===== config.mk =====
export PLATFORM = sky130hd
export DESIGN_NAME = preproc
export DESIGN_NICKNAME = d
export VERILOG_FILES = /design/src/rtl/preproc_pkg.sv /design/src/rtl/sync_fifo.sv /design/src/rtl/preproc.sv
export SDC_FILE = /design/constraint.sdc
export NUM_CORES = 1
export LEC_CHECK = 0
export CAP_MARGIN = 25
export CELL_PAD_IN_SITES_DETAIL_PLACEMENT = 0
export CELL_PAD_IN_SITES_GLOBAL_PLACEMENT = 2
export CORE_ASPECT_RATIO = 0.6
export CORE_UTILIZATION = 35
export CTS_CLUSTER_DIAMETER = 40
export DETAILED_ROUTE_END_ITERATION = 8
export PLACE_DENSITY = 0.74
export SYNTH_ARGS = -nofsm -noshare
export SYNTH_HDL_FRONTEND = slang
export SYNTH_HIERARCHICAL = 1
export SYNTH_SLANG_ARGS = --single-unit

===== constraint.sdc =====
create_clock -name clk -period 3 [get_ports clk]
set_input_delay 0.3 -clock clk [delete_from_list [all_inputs] [get_ports clk]]
set_output_delay 0.3 -clock clk [all_outputs]
set_load 0.1 [all_outputs]

===== src/rtl/preproc_pkg.sv =====
// Shared definitions for the upsampling front-end: state encoding,
// default sizing and the width helper used for phase/pointer/count buses.
package preproc_pkg;

    typedef enum logic {
        IDLE = 1'b0,
        RUN  = 1'b1
    } state_t;

    localparam int DEF_FACTOR     = 3;
    localparam int DEF_FIFO_DEPTH = 4;

    // Bits needed to hold values 0..value-1.
    function automatic int clog2(input int value);
        int r;
        r = 0;
        for (int i = 0; i < 32; i++) begin
            if ((1 << r) < value) begin
                r++;
            end
        end
        return r;
    endfunction

endpackage


===== src/rtl/sync_fifo.sv =====
// Small synchronous FIFO with a combinational head read.
// Latency: a write at edge E is visible at the head after E (poppable from E+1).
// Backpressure: push ignored when full, pop ignored when empty; push+pop allowed together.
module sync_fifo
    import preproc_pkg::*;
#(
    parameter int DWIDTH     = 16,
    parameter int FIFO_DEPTH = DEF_FIFO_DEPTH
) (
    input  logic                                clk,
    input  logic                                rst,
    input  logic                                push,
    input  logic                                pop,
    input  logic signed [0:DWIDTH-1]            wdata,
    output logic signed [0:DWIDTH-1]            rdata,
    output logic [clog2(FIFO_DEPTH+1)-1:0]      count,
    output logic                                full,
    output logic                                empty
);

    localparam int PW = clog2(FIFO_DEPTH);
    localparam int CW = clog2(FIFO_DEPTH + 1);

    logic [PW-1:0]            wr_ptr_q, wr_ptr_d;
    logic [PW-1:0]            rd_ptr_q, rd_ptr_d;
    logic [CW-1:0]            count_q, count_d;
    logic signed [0:DWIDTH-1] mem_q [FIFO_DEPTH];
    logic signed [0:DWIDTH-1] mem_d [FIFO_DEPTH];
    logic                     do_push;
    logic                     do_pop;

    assign full    = (count_q == CW'(FIFO_DEPTH));
    assign empty   = (count_q == '0);
    assign count   = count_q;
    assign rdata   = mem_q[rd_ptr_q];
    assign do_push = push & ~full;
    assign do_pop  = pop & ~empty;

    // Pointers wrap naturally since the depth is a power of two.
    always_comb begin
        mem_d    = mem_q;
        wr_ptr_d = wr_ptr_q;
        rd_ptr_d = rd_ptr_q;
        if (do_push) begin
            mem_d[wr_ptr_q] = wdata;
            wr_ptr_d        = wr_ptr_q + PW'(1);
        end
        if (do_pop) begin
            rd_ptr_d = rd_ptr_q + PW'(1);
        end
        count_d = count_q + CW'(do_push) - CW'(do_pop);
    end

    always_ff @(posedge clk or posedge rst) begin
        if (rst) begin
            wr_ptr_q <= '0;
            rd_ptr_q <= '0;
            count_q  <= '0;
            for (int i = 0; i < FIFO_DEPTH; i++) begin
                mem_q[i] <= '0;
            end
        end else begin
            wr_ptr_q <= wr_ptr_d;
            rd_ptr_q <= rd_ptr_d;
            count_q  <= count_d;
            mem_q    <= mem_d;
        end
    end

endmodule


===== src/rtl/preproc.sv =====
// Upsample-by-FACTOR front-end: FIFO-buffered input, sample at phase 0, zeros elsewhere.
// Latency: sample accepted at E into an empty idle block appears on data_out after E+1.
// Backpressure: in_ready low only while the FIFO holds FIFO_DEPTH samples.
module preproc
    import preproc_pkg::*;
#(
    parameter int NR_STAGES  = 32,
    parameter int DWIDTH     = 16,
    parameter int FACTOR     = DEF_FACTOR,
    parameter int FIFO_DEPTH = DEF_FIFO_DEPTH
) (
    input  logic                          clk,
    input  logic                          rst,
    input  logic signed [0:DWIDTH-1]      data_in,
    input  logic                          in_valid,
    output logic                          in_ready,
    output logic signed [0:DWIDTH-1]      data_out,
    output logic                          out_valid,
    output logic [clog2(FACTOR)-1:0]      phase,
    output logic                          underrun
);

    localparam int PW = clog2(FACTOR);
    localparam int CW = clog2(FIFO_DEPTH + 1);
    localparam logic [PW-1:0] LAST_PHASE = PW'(FACTOR - 1);

    if (FACTOR < 2 || NR_STAGES < 1 || FIFO_DEPTH < 2 || (FIFO_DEPTH & (FIFO_DEPTH - 1)) != 0) begin : g_param_check
        $error("preproc: unsupported parameter combination");
    end

    state_t                   state_q, state_d;
    logic [PW-1:0]            phase_q, phase_d;
    logic signed [0:DWIDTH-1] data_q, data_d;
    logic                     vld_q, vld_d;
    logic                     underrun_q, underrun_d;

    logic                     fifo_pop;
    logic signed [0:DWIDTH-1] fifo_head;
    logic [CW-1:0]            fifo_count;
    logic                     fifo_full;
    logic                     fifo_empty;

    assign in_ready = (fifo_count != CW'(FIFO_DEPTH));

    sync_fifo #(
        .DWIDTH     (DWIDTH),
        .FIFO_DEPTH (FIFO_DEPTH)
    ) u_fifo (
        .clk   (clk),
        .rst   (rst),
        .push  (in_valid & ~fifo_full),
        .pop   (fifo_pop),
        .wdata (data_in),
        .rdata (fifo_head),
        .count (fifo_count),
        .full  (fifo_full),
        .empty (fifo_empty)
    );

    always_comb begin
        state_d    = state_q;
        phase_d    = phase_q;
        data_d     = '0;
        vld_d      = vld_q;
        underrun_d = underrun_q;
        fifo_pop   = 1'b0;
        unique case (state_q)
            IDLE: begin
                vld_d   = 1'b0;
                phase_d = '0;
                if (!fifo_empty) begin
                    fifo_pop = 1'b1;
                    data_d   = fifo_head;
                    vld_d    = 1'b1;
                    state_d  = RUN;
                end
            end
            RUN: begin
                vld_d = 1'b1;
                if (phase_q == LAST_PHASE) begin
                    phase_d = '0;
                    // An empty FIFO here costs one sample slot; cadence is never stretched.
                    if (!fifo_empty) begin
                        fifo_pop = 1'b1;
                        data_d   = fifo_head;
                    end else begin
                        underrun_d = 1'b1;
                    end
                end else begin
                    phase_d = phase_q + PW'(1);
                end
            end
            default: state_d = IDLE;
        endcase
    end

    always_ff @(posedge clk or posedge rst) begin
        if (rst) begin
            state_q    <= IDLE;
            phase_q    <= '0;
            data_q     <= '0;
            vld_q      <= 1'b0;
            underrun_q <= 1'b0;
        end else begin
            state_q    <= state_d;
            phase_q    <= phase_d;
            data_q     <= data_d;
            vld_q      <= vld_d;
            underrun_q <= underrun_d;
        end
    end

    assign data_out  = data_q;
    assign out_valid = vld_q;
    assign phase     = phase_q;
    assign underrun  = underrun_q;

endmodule


## After elaboration in Yosys (flattened, before gate mapping)

Cells that the tools add are included.

- Add/sub/neg operators: 5
- Multipliers: 0
- Div/mod/pow operators: 0
- Order comparisons: 3
- Equal/unequal tests: 3
- Shift-type cells: 0
- Mux-type cells: 16
- Bitwise gates (word level): 8
- Reductions and logical operators: 3

Operators with widths:

| kind | count |
|---|---|
| 16-bit two-way mux | 5 |
| 64-bit bitwise mux | 1 |
| 16-bit binary-select mux with 2-bit select | 1 |
| 16-bit demux with 2-bit select | 1 |
| 16-bit case mux with 2 select lines | 1 |
| 2-bit by 1-bit adder with 2-bit output, second input constant | 3 |
| 3-bit greater-or-equal comparator, second input constant | 2 |
| 2-bit NOT with 3-bit output | 2 |
| 1-bit case mux with 2 select lines | 2 |
| 2-bit case mux with 2 select lines | 1 |
| 3-bit by 1-bit adder with 3-bit output | 1 |
| 1-bit AND | 3 |
| 3-bit == test, second input constant | 1 |
| 3-bit logical NOT | 1 |
| 3-bit by 1-bit less-than comparator with 1-bit output, second input constant | 1 |
| 1-bit two-way mux | 3 |
| 3-bit != test, second input constant | 1 |
| 1-bit NOT | 3 |
| 3-bit AND reduction | 1 |
| 3-bit by 1-bit subtractor with 3-bit output | 1 |
| 2-bit == test, second input constant | 1 |
| 2-bit two-way mux | 1 |
| 1-bit logical AND | 1 |

- Bits in registers: 92
- Bits in latches: 0
- Bits in writable memories: 0
- ROM bits: 0
- Output and inout port bits: 21
- Word-level logic and storage cells: 50
- Memories: 0

## Logic depth before layout (Yosys ltp)

Gate-level depths: netlist (run 1).

- Word-level depth: 7
- Depth in mapped cells: 11

## Modules after synthesis

Netlist (run 1), hierarchy kept.

Modules (own cells, without submodules):

| module | instances | cells each | area each (µm²) | seq. area each (µm²) |
|---|---|---|---|---|
| sync_fifo | 1 | 192 | 3,385.7 | 1,776.7 |
| preproc | 1 | 69 | 839.6 | 500.5 |

## Worst setup path before layout (run 1)

No wires, ideal clock.

- Kind: reg-to-reg
- Start: reg phase_q[0], in the netlist phase[0]
- End: reg u_fifo.count_q[2], in the netlist u_fifo/count[2]
- Library setup time: 124 ps
- Arrival: 2,777 ps
- Slack: 99 ps
- Cell stages (with the launch flop): 12
- Path buffers: 2
- Period minus slack after synthesis: 2,901 ps
- Cell sequence: dfrtp_1 nand2b_4 buf_6 buf_12 a21oi_2 o31a_2 ha_1 inv_1 ha_1 fa_1 xor2_1 xnor2_1

- Longest elaborated chain between the ends: 5

Ends and longest elaborated chain:

| item | line | text |
|---|---|---|
| start: declaration | preproc.sv:32 | `logic [PW-1:0] phase_q, phase_d;` |
| start signal: assignment | preproc.sv:106 | `phase_q <= phase_d;` |
| 2-bit == test | preproc.sv:80 | `if (phase_q == LAST_PHASE) begin` |
| 1-bit two-way mux | preproc.sv:80 |  |
| 1-bit case mux with 2 select lines | preproc.sv:67 | `unique case (state_q)` |
| via fifo_pop | preproc.sv:37 | `logic fifo_pop;` |
| 1-bit AND | sync_fifo.sv:37 | `assign do_pop = pop & ~empty;` |
| via u_fifo.do_pop | sync_fifo.sv:30 | `logic do_pop;` |
| 3-bit by 1-bit subtractor with 3-bit output | sync_fifo.sv:51 | `count_d = count_q + CW'(do_push) - CW'(do_pop);` |
| via u_fifo.count_d[2] | sync_fifo.sv:26 | `logic [CW-1:0] count_q, count_d;` |
| end signal: assignment | sync_fifo.sv:65 | `count_q <= count_d;` |
| end: declaration | sync_fifo.sv:26 |  |

The timed path passes the listed nets, and every way through them passes these cells.
A chain may end at the register's enable or synchronous reset.

## Worst setup path after layout (run 1)

- Start: reg u_fifo.count_q[2], in the netlist u_fifo/count[2]
- End: reg u_fifo.count_q[2], in the netlist u_fifo/count[2]

- Longest elaborated chain between the ends: 6

Ends and longest elaborated chain:

| item | line | text |
|---|---|---|
| 3-bit == test (*) | sync_fifo.sv:32 | `assign full = (count_q == CW'(FIFO_DEPTH));` |
| via fifo_full | preproc.sv:40 | `logic fifo_full;` |
| 1-bit NOT (*) | sync_fifo.sv:36, preproc.sv:51 |  |
| 1-bit AND | preproc.sv:51 | `.push (in_valid & ~fifo_full),` |
| 1-bit AND (*) | sync_fifo.sv:36 | `assign do_push = push & ~full;` |
| 3-bit by 1-bit adder with 3-bit output (*) | sync_fifo.sv:51 |  |
| 3-bit by 1-bit subtractor with 3-bit output (*) | sync_fifo.sv:51 |  |
| via u_fifo.count_d[2] | sync_fifo.sv:26 |  |

Mark *: on every way through the listed nets, which the timed path passes. The rest lies on a longest branch.

==> summary.txt, run 1 <==
Power
  – Peak VDD IR: approximately 0.38 mV
  – PwrDens: 1290 mW/mm2
  – Clk pwr share: a little under a fifth
  – NetSw: 2470 uW
  – Gate power share: approximately 47%
  – Flop pwr share: roughly a third
  – Total Power: 6420 uW
  – Power Internal: 3960 uW
  – Pleak: approximately 0.0022 uW
  – Sw frac: a little under two fifths

Flow run
  – Max-cap violations: 0

Die
  – Core area: about 0.012 mm2
  – Die area: 0.0125 mm2
  – Ports: 40
  – Die H: 87.1 um
  – Die X: approximately 140 um
  – Initial Util: approximately 37%
  – FP Rows: 30

Synthesis
  – Seq/Total Area, Yosys: a little over half
  – Syn Nets: around 290
  – Post-synthesis cell area: ~0.0042 mm2
  – Mapped Cells: 261
  – Ys Warns: 6
  – Distinct cells, synth: 27
  – Syn Area/Cell: around 16 um2
  – #FFs+latches synth: 91

Timing
  – Fin. Hold Viols: 0
  – Final setup TNS: 0 ns
  – Fin Clk Skew: roughly 0.0044 ns
  – Fmax: around 400 MHz
  – Period utilisation layout: a little over 80%
  – Worst relative slew slack: 34.4%
  – Fin. max-slew vios: 0
  – Period minus WS final: 2.46 ns
  – Worst slew pin tran: between 0.9 and 1 ns
  – Unrepaired setup endpoints after global routing: no
  – Setup violators final: 0

GRT
  – First-pass GRT wire length: between 10 and 15 mm
  – Largest net degree at the start of global routing: 30
  – GRT Total Usage: around 14%
  – Gr ovfl total: 0
  – Vias in the first global route: roughly 2200
  – Antenna violations before repair: 0

Worst setup path
  – Kind of cell adding the most delay to the critical path: adder cells
  – Worst r2r src: u_fifo/count[2]
  – Data required, critical path: around 3.2 ns
  – CP cell instances: or3b_4 > inv_1 > nor2b_1 > nand2_1 > ha_1 > inv_1 > ha_1 > fa_1 > xor2_1 > xnor2_1
  – Crit Path Category: flop to flop
  – Max incr delay on CP: between 0.4 and 0.5 ns
  – Reg2reg end: u_fifo/count[2]
  – CP arrival: around 2.7 ns
  – R2R setup slack: roughly 0.54 ns
  – Startpoint Class: flop
  – Worst reg2reg path depth: 10
  – Worst Path Buf+Inv: 2
  – Slowest-stage cell, CP: dfrtp_1
  – Worst-path maximum fanout: 6
  – CP Capture Type: flop

Final layout
  – Inserted Diodes: 0
  – Fraction of layout cells with a size suffix above 1: 42.7%
  – Nets: around 330
  – Final core utilization: 43.3%
  – Most frequent cells in the layout: 91 x dfrtp_1, 40 x mux2_4, 27 x clkdlybuf4s50_1
  – Commonest non-fill, non-tap cell in the layout: dfrtp_1
  – Final Non-Filler Cells: 467
  – Fillers: ~1100
  – Final instance area: about 0.005 mm2
  – P&R area growth vs syn: 18.1%

Clock network
  – Clk buf depth: 2
  – CTS resizes: 0
  – Clock transition at path regs: 0.06 ns
  – Clock buffer count from CTS: 9
  – CTS H-Tree Depth: 3
  – Hold buffers post-CTS: 0
  – Post-CTS setup buffer count: 0
  – CTS sink count: 91
  – Root Driver: clkbuf_16
  – Clock latency on the worst-skew pair: around 0.33 ns
  – CTS tree: yes

Placement
  – Dpl cell area: 0.00466 mm2
  – Placed Instances: roughly 450
  – Detailed Place HPWL: around 5.3 mm
  – Gpl congestion: between 0.6 and 0.7
  – IO Port Bufs: 39

Outcome
  – Run status: finished clean

Route
  – WL/cell: 16.8 um
  – Post-Route WL: ~7.8 mm
  – Routed vias/inst: around 4.5
  – DR iter-0 viols: about 110
  – Remaining antenna violation count: 0
  – DRC viols: 0
  – Vias: between 2000 and 2500
  – Pre-Repair DR Iteration Count: 4

Hold path
  – Worst min path class: input port to async pin
==> per-stage QoR <==
stage | worst slack, ns | hold WS [ns]
final | 0.536 | 0.363
after global routing | 0.361 | 0.412
after CTS | 0.541 | 0.374
after detailed placement | 0.530 | 0.470
after global placement | 0.585 | 0.461
after floorplan | 0.0986 | 0.264
==> cell type report <==
type | instances | area, um2 | area share [%]
clock buffers | 12 | 256 | 5.14
clock inverters | 4 | 72.6 | 1.45
inverters | 8 | 30.0 | 0.602
multi-input cells | 144 | 1720 | 34.6
flip-flops and latches | 91 | 2280 | 45.6
well taps | 160 | 200 | 4.01
repair buffers | 48 | 428 | 8.58
==> state kept, by name (all words and copies together), names as in the netlist <==
name and count:
data_out 16, phase 2, state_q 1, u_fifo/count 3, u_fifo/mem_q 64, u_fifo/rd_ptr_q 2, u_fifo/wr_ptr_q 2, underrun 1
==> power groups by stage <==
| stage | clock network (uW) | logic (uW) | registers [uW] |
|---|---|---|---|
| floorplan | 0 | 1750 | 2850 |
| global route | 1310 | 3190 | 2250 |
| CTS | 1260 | 3040 | 2190 |
| global placement | 0 | 2990 | 2190 |
| finish | 1220 | 3010 | 2190 |
| detailed placement | 0 | 3040 | 2200 |
==> cell families (layout without fill, tap and decap cells) <==
group	Yosys count	in the layout	synth area share, %
flip-flops	91	91	53.9
multiplexers	81	81	29.4
AND/OR/NAND/NOR	32	32	4.80
buffers and inverters	26	72	5.30
AO/OA/AOI/OAI	19	19	3.32
adder cells (fa/ha/maj)	7	7	2.25
XOR/XNOR	5	5	1.04
==> worst register-to-register path: cells and delay by family (launching register included) <==
family	cells	cell delay (ns)
xor+xnor	2	0.30
fa+ha+maj	3	0.87
buf+inv	2	0.08
simple gates	3	0.66
flops	1	0.43
==> cells in the mapped netlist, drive strengths merged <==
library cell	instances	area share, %
a21oi	17	2.9
and3	4	0.59
and3b	1	0.21
buf	16	4.4
clkbuf	2	0.18
dfrtp	91	54
fa	1	0.47
ha	6	1.8
inv	8	0.71
mux2	65	21
mux4	16	8.5
nand2	4	0.36
nand2b	18	2.8
nor2	1	0.089
nor2b	1	0.15
nor3	1	0.12
nor3b	1	0.18
o21bai	1	0.18
o31a	1	0.24
or3b	1	0.27
xnor2	3	0.62
xor2	2	0.41
==> per-layer routing <==
metal	GRT usage [%]	wire (um)	vias up	share of wire, %
met5	0	0	-	0
met4	4.35	59	0	0.75
li1	-	-	1004	-
met3	3.85	311	6	4.0
met2	17.6	3050	42	39
met1	22.6	4430	1054	56
==> how the worst max path moves through the flow <==
stage / start / to / depth (start not counted)
floorplan: phase[0] / u_fifo/count[2] / 11
global placement: in_valid / u_fifo/count[2] / 9
detailed placement: in_valid / u_fifo/count[2] / 9
CTS: u_fifo/count[2] / u_fifo/count[2] / 10
global route: u_fifo/count[2] / u_fifo/count[2] / 10
finish: u_fifo/count[2] / u_fifo/count[2] / 10
Power figures use the tool's default switching activity.
==> run 2: changes to the inputs <==
clock period = 2.5 ns   (was 3 ns; I/O delays follow)
==> run 2 against run 1 <==
Final area grew 0.30%; clock skew shrank 0.00078 ns; maximum frequency grew 7.9%; first-iteration DRC count shrank 53%; sequential share of layout area is essentially flat; combinational power grew 23%; via count grew 3.4%; routed wire length grew 2.8%; worst setup slack lost 0.32 ns; hold slack lost 0.065 ns; highest routed layer unchanged.
==> summary.txt, run 2 (synthesis gave the netlist of run 1 again) <==
GRT
  – GRT Total Usage: 14.6% (+0.61 points)
  – Vias in the first global route: 2332 (+5.8%)
  – Antenna violations before repair: 0 (unchanged)
  – Gr ovfl total: 0 (unchanged)
  – First-pass GRT wire length: 13.3 mm (+4.6%)
  – Largest net degree at the start of global routing: 26 (-13%)

Route
  – DR iter-0 viols: 53 (-53%)
  – Routed vias/inst: 4.63 (+2.7%)
  – WL/cell: 17.2 um (+2.1%)
  – DRC viols: 0 (unchanged)
  – Remaining antenna violation count: 0 (unchanged)
  – Vias: 2177 (+3.4%)
  – Post-Route WL: 8.07 mm (+2.8%)
  – Pre-Repair DR Iteration Count: 4 (unchanged)

Die
  – Ports: 40 (unchanged)
  – Die X: 144 um (unchanged)
  – Die area: 0.0125 mm2 (unchanged)
  – Core area: 0.0115 mm2 (unchanged)
  – Die H: 87.1 um (unchanged)
  – Initial Util: 36.7% (unchanged)
  – FP Rows: 30 (unchanged)

Final layout
  – Inserted Diodes: 0 (unchanged)
  – Largest register by flop count: u_fifo/mem_q
  – Most frequent cells in the layout: 88 x dfrtp_1, 40 x mux2_4, 32 x buf_4
  – Commonest non-fill, non-tap cell in the layout: dfrtp_1
  – Max reg flops: 64 (unchanged)
  – P&R area growth vs syn: 18.4%
  – Fraction of layout cells with a size suffix above 1: 47.4% (+4.7 points)
  – Nets: 331 (+0.91%)

Timing
  – Fin. Hold Viols: 0 (unchanged)
  – Unrepaired setup endpoints after global routing: no
  – Final setup TNS: 0 ns (unchanged)
  – Fin Clk Skew: 0.00363 ns (-0.000780 ns)
  – Fmax: 438 MHz (+7.9%)
  – Hold Slack: 0.298 ns (-0.0651 ns)
  – Worst relative slew slack: 52.6% (+18 points)
  – Period utilisation layout: 91.3% (+9.2 points)
  – Period minus WS final: 2.28 ns (-0.181 ns)
  – Setup violators final: 0 (unchanged)
  – Fin. max-slew vios: 0 (unchanged)
  – Worst slew pin tran: 0.710 ns (-0.270 ns)

Outcome
  – Run status: finished clean

Power
  – Peak VDD IR: 0.591 mV (+58%)
  – PwrDens: 1530 mW/mm2 (+19%)
  – Pleak: 0.00218 uW (+0.98%)
  – Total Power: 7670 uW (+19%)

Worst setup path
  – CP arrival: 2.50 ns (-0.18 ns)
  – Crit Path Category: flop to flop
  – Data required, critical path: 2.72 ns (-0.50 ns)
  – CP Capture Type: flop
  – Startpoint Class: flop
  – R2R setup slack: 0.22 ns (-0.32 ns)
  – Worst reg2reg path depth: 10 (unchanged)
  – Worst-path maximum fanout: 6 (unchanged)

Placement
  – Detailed Place HPWL: 5.53 mm (+4.3%)
  – IO Port Bufs: 39 (unchanged)
  – Gpl congestion: 0.682 (+1.8%)

Clock network
  – CTS sink count: 91 (unchanged)
  – CTS H-Tree Depth: 3 (unchanged)
  – Post-CTS setup buffer count: 0 (unchanged)
  – Root Driver: clkbuf_16
  – Clk buf depth: 2 (unchanged)
  – Hold buffers post-CTS: 0 (unchanged)
  – Clock transition at path regs: 0.06 ns (about the same)
  – Clock buffer count from CTS: 9 (unchanged)
  – Clock latency on the worst-skew pair: 0.34 ns (about the same)
  – CTS tree: yes

Flow run
  – Max-cap violations: 0 (unchanged)

Hold path
  – Worst min path class: input port to async pin
## run 2: changes by cell type in the layout (fill, tap and decap cells not counted), moves of 2 or more
cell             previous run  this run
buf_4                      21        32
clkbuf_8                    2         0
clkdlybuf4s50_1            27        18
dfrtp_1                    91        88
dfrtp_2                     0         2
## run 2: path summary, 6_finish.rpt
kind                                      start          endpoint
min in group clk                       underrun          underrun
worst max-delay path            u_fifo/count[2]   u_fifo/count[2]
worst min register to register         underrun          underrun
worst max register to register  u_fifo/count[2]   u_fifo/count[2]
worst min-delay path                        rst  u_fifo/mem_q[53]
max in group asynchronous                   rst  u_fifo/mem_q[12]
## run 2: power breakdown
group / switching (uW) / total (uW) / internal (uW)
Clock: 555 / 1430 / 877
Sequential: 367 / 2550 / 2190
Combinational: 2060 / 3690 / 1630
## run 2: timing repair
action | in CTS | in global routing
gates resized for setup | 0 | 2
endpoints found under the hold margin | 0 | 0
endpoints found under the setup margin | 0 | 1
## run 2: final cells by class
cell class,count,area [um2]
fill,1035,6520
sequential,91,2280
inverter,8,30.0
clock buffer,10,229
multi-input combinational,144,1730
timing repair buffer,51,440
clock inverter,6,88.8
tap,160,200
## run 2: metal layers
metal	part of all wire [%]	vias up	wire length (um)	GRT usage (%)
met2	40	51	3230	19.8
met4	0.59	0	48	3.48
met3	5.6	5	451	4.56
li1	-	1002	-	-
met5	0	-	0	0
met1	54	1119	4340	22.4
## run 2: critical path, stage by stage (launching register included)
cell,delay (ns)
dfrtp_1,0.42
or3b_4,0.28
inv_1,0.07
nor2b_4,0.14
nand2_1,0.09
ha_1,0.28
inv_1,0.04
ha_1,0.18
fa_1,0.38
xor2_1,0.16
xnor2_1,0.12
## run 2: stage by stage
step	setup WS [ns]	std cells	area (um2)	utilization, %
2_1_floorplan	0.0214	261	4230	-
3_3_place_gp	0.188	454	4680	40.6
5_1_grt	0.0328	470	5000	43.4
4_1_cts	0.102	470	5000	43.4
6_report	0.217	470	5000	43.4
3_5_place_dp	0.148	454	4680	40.6
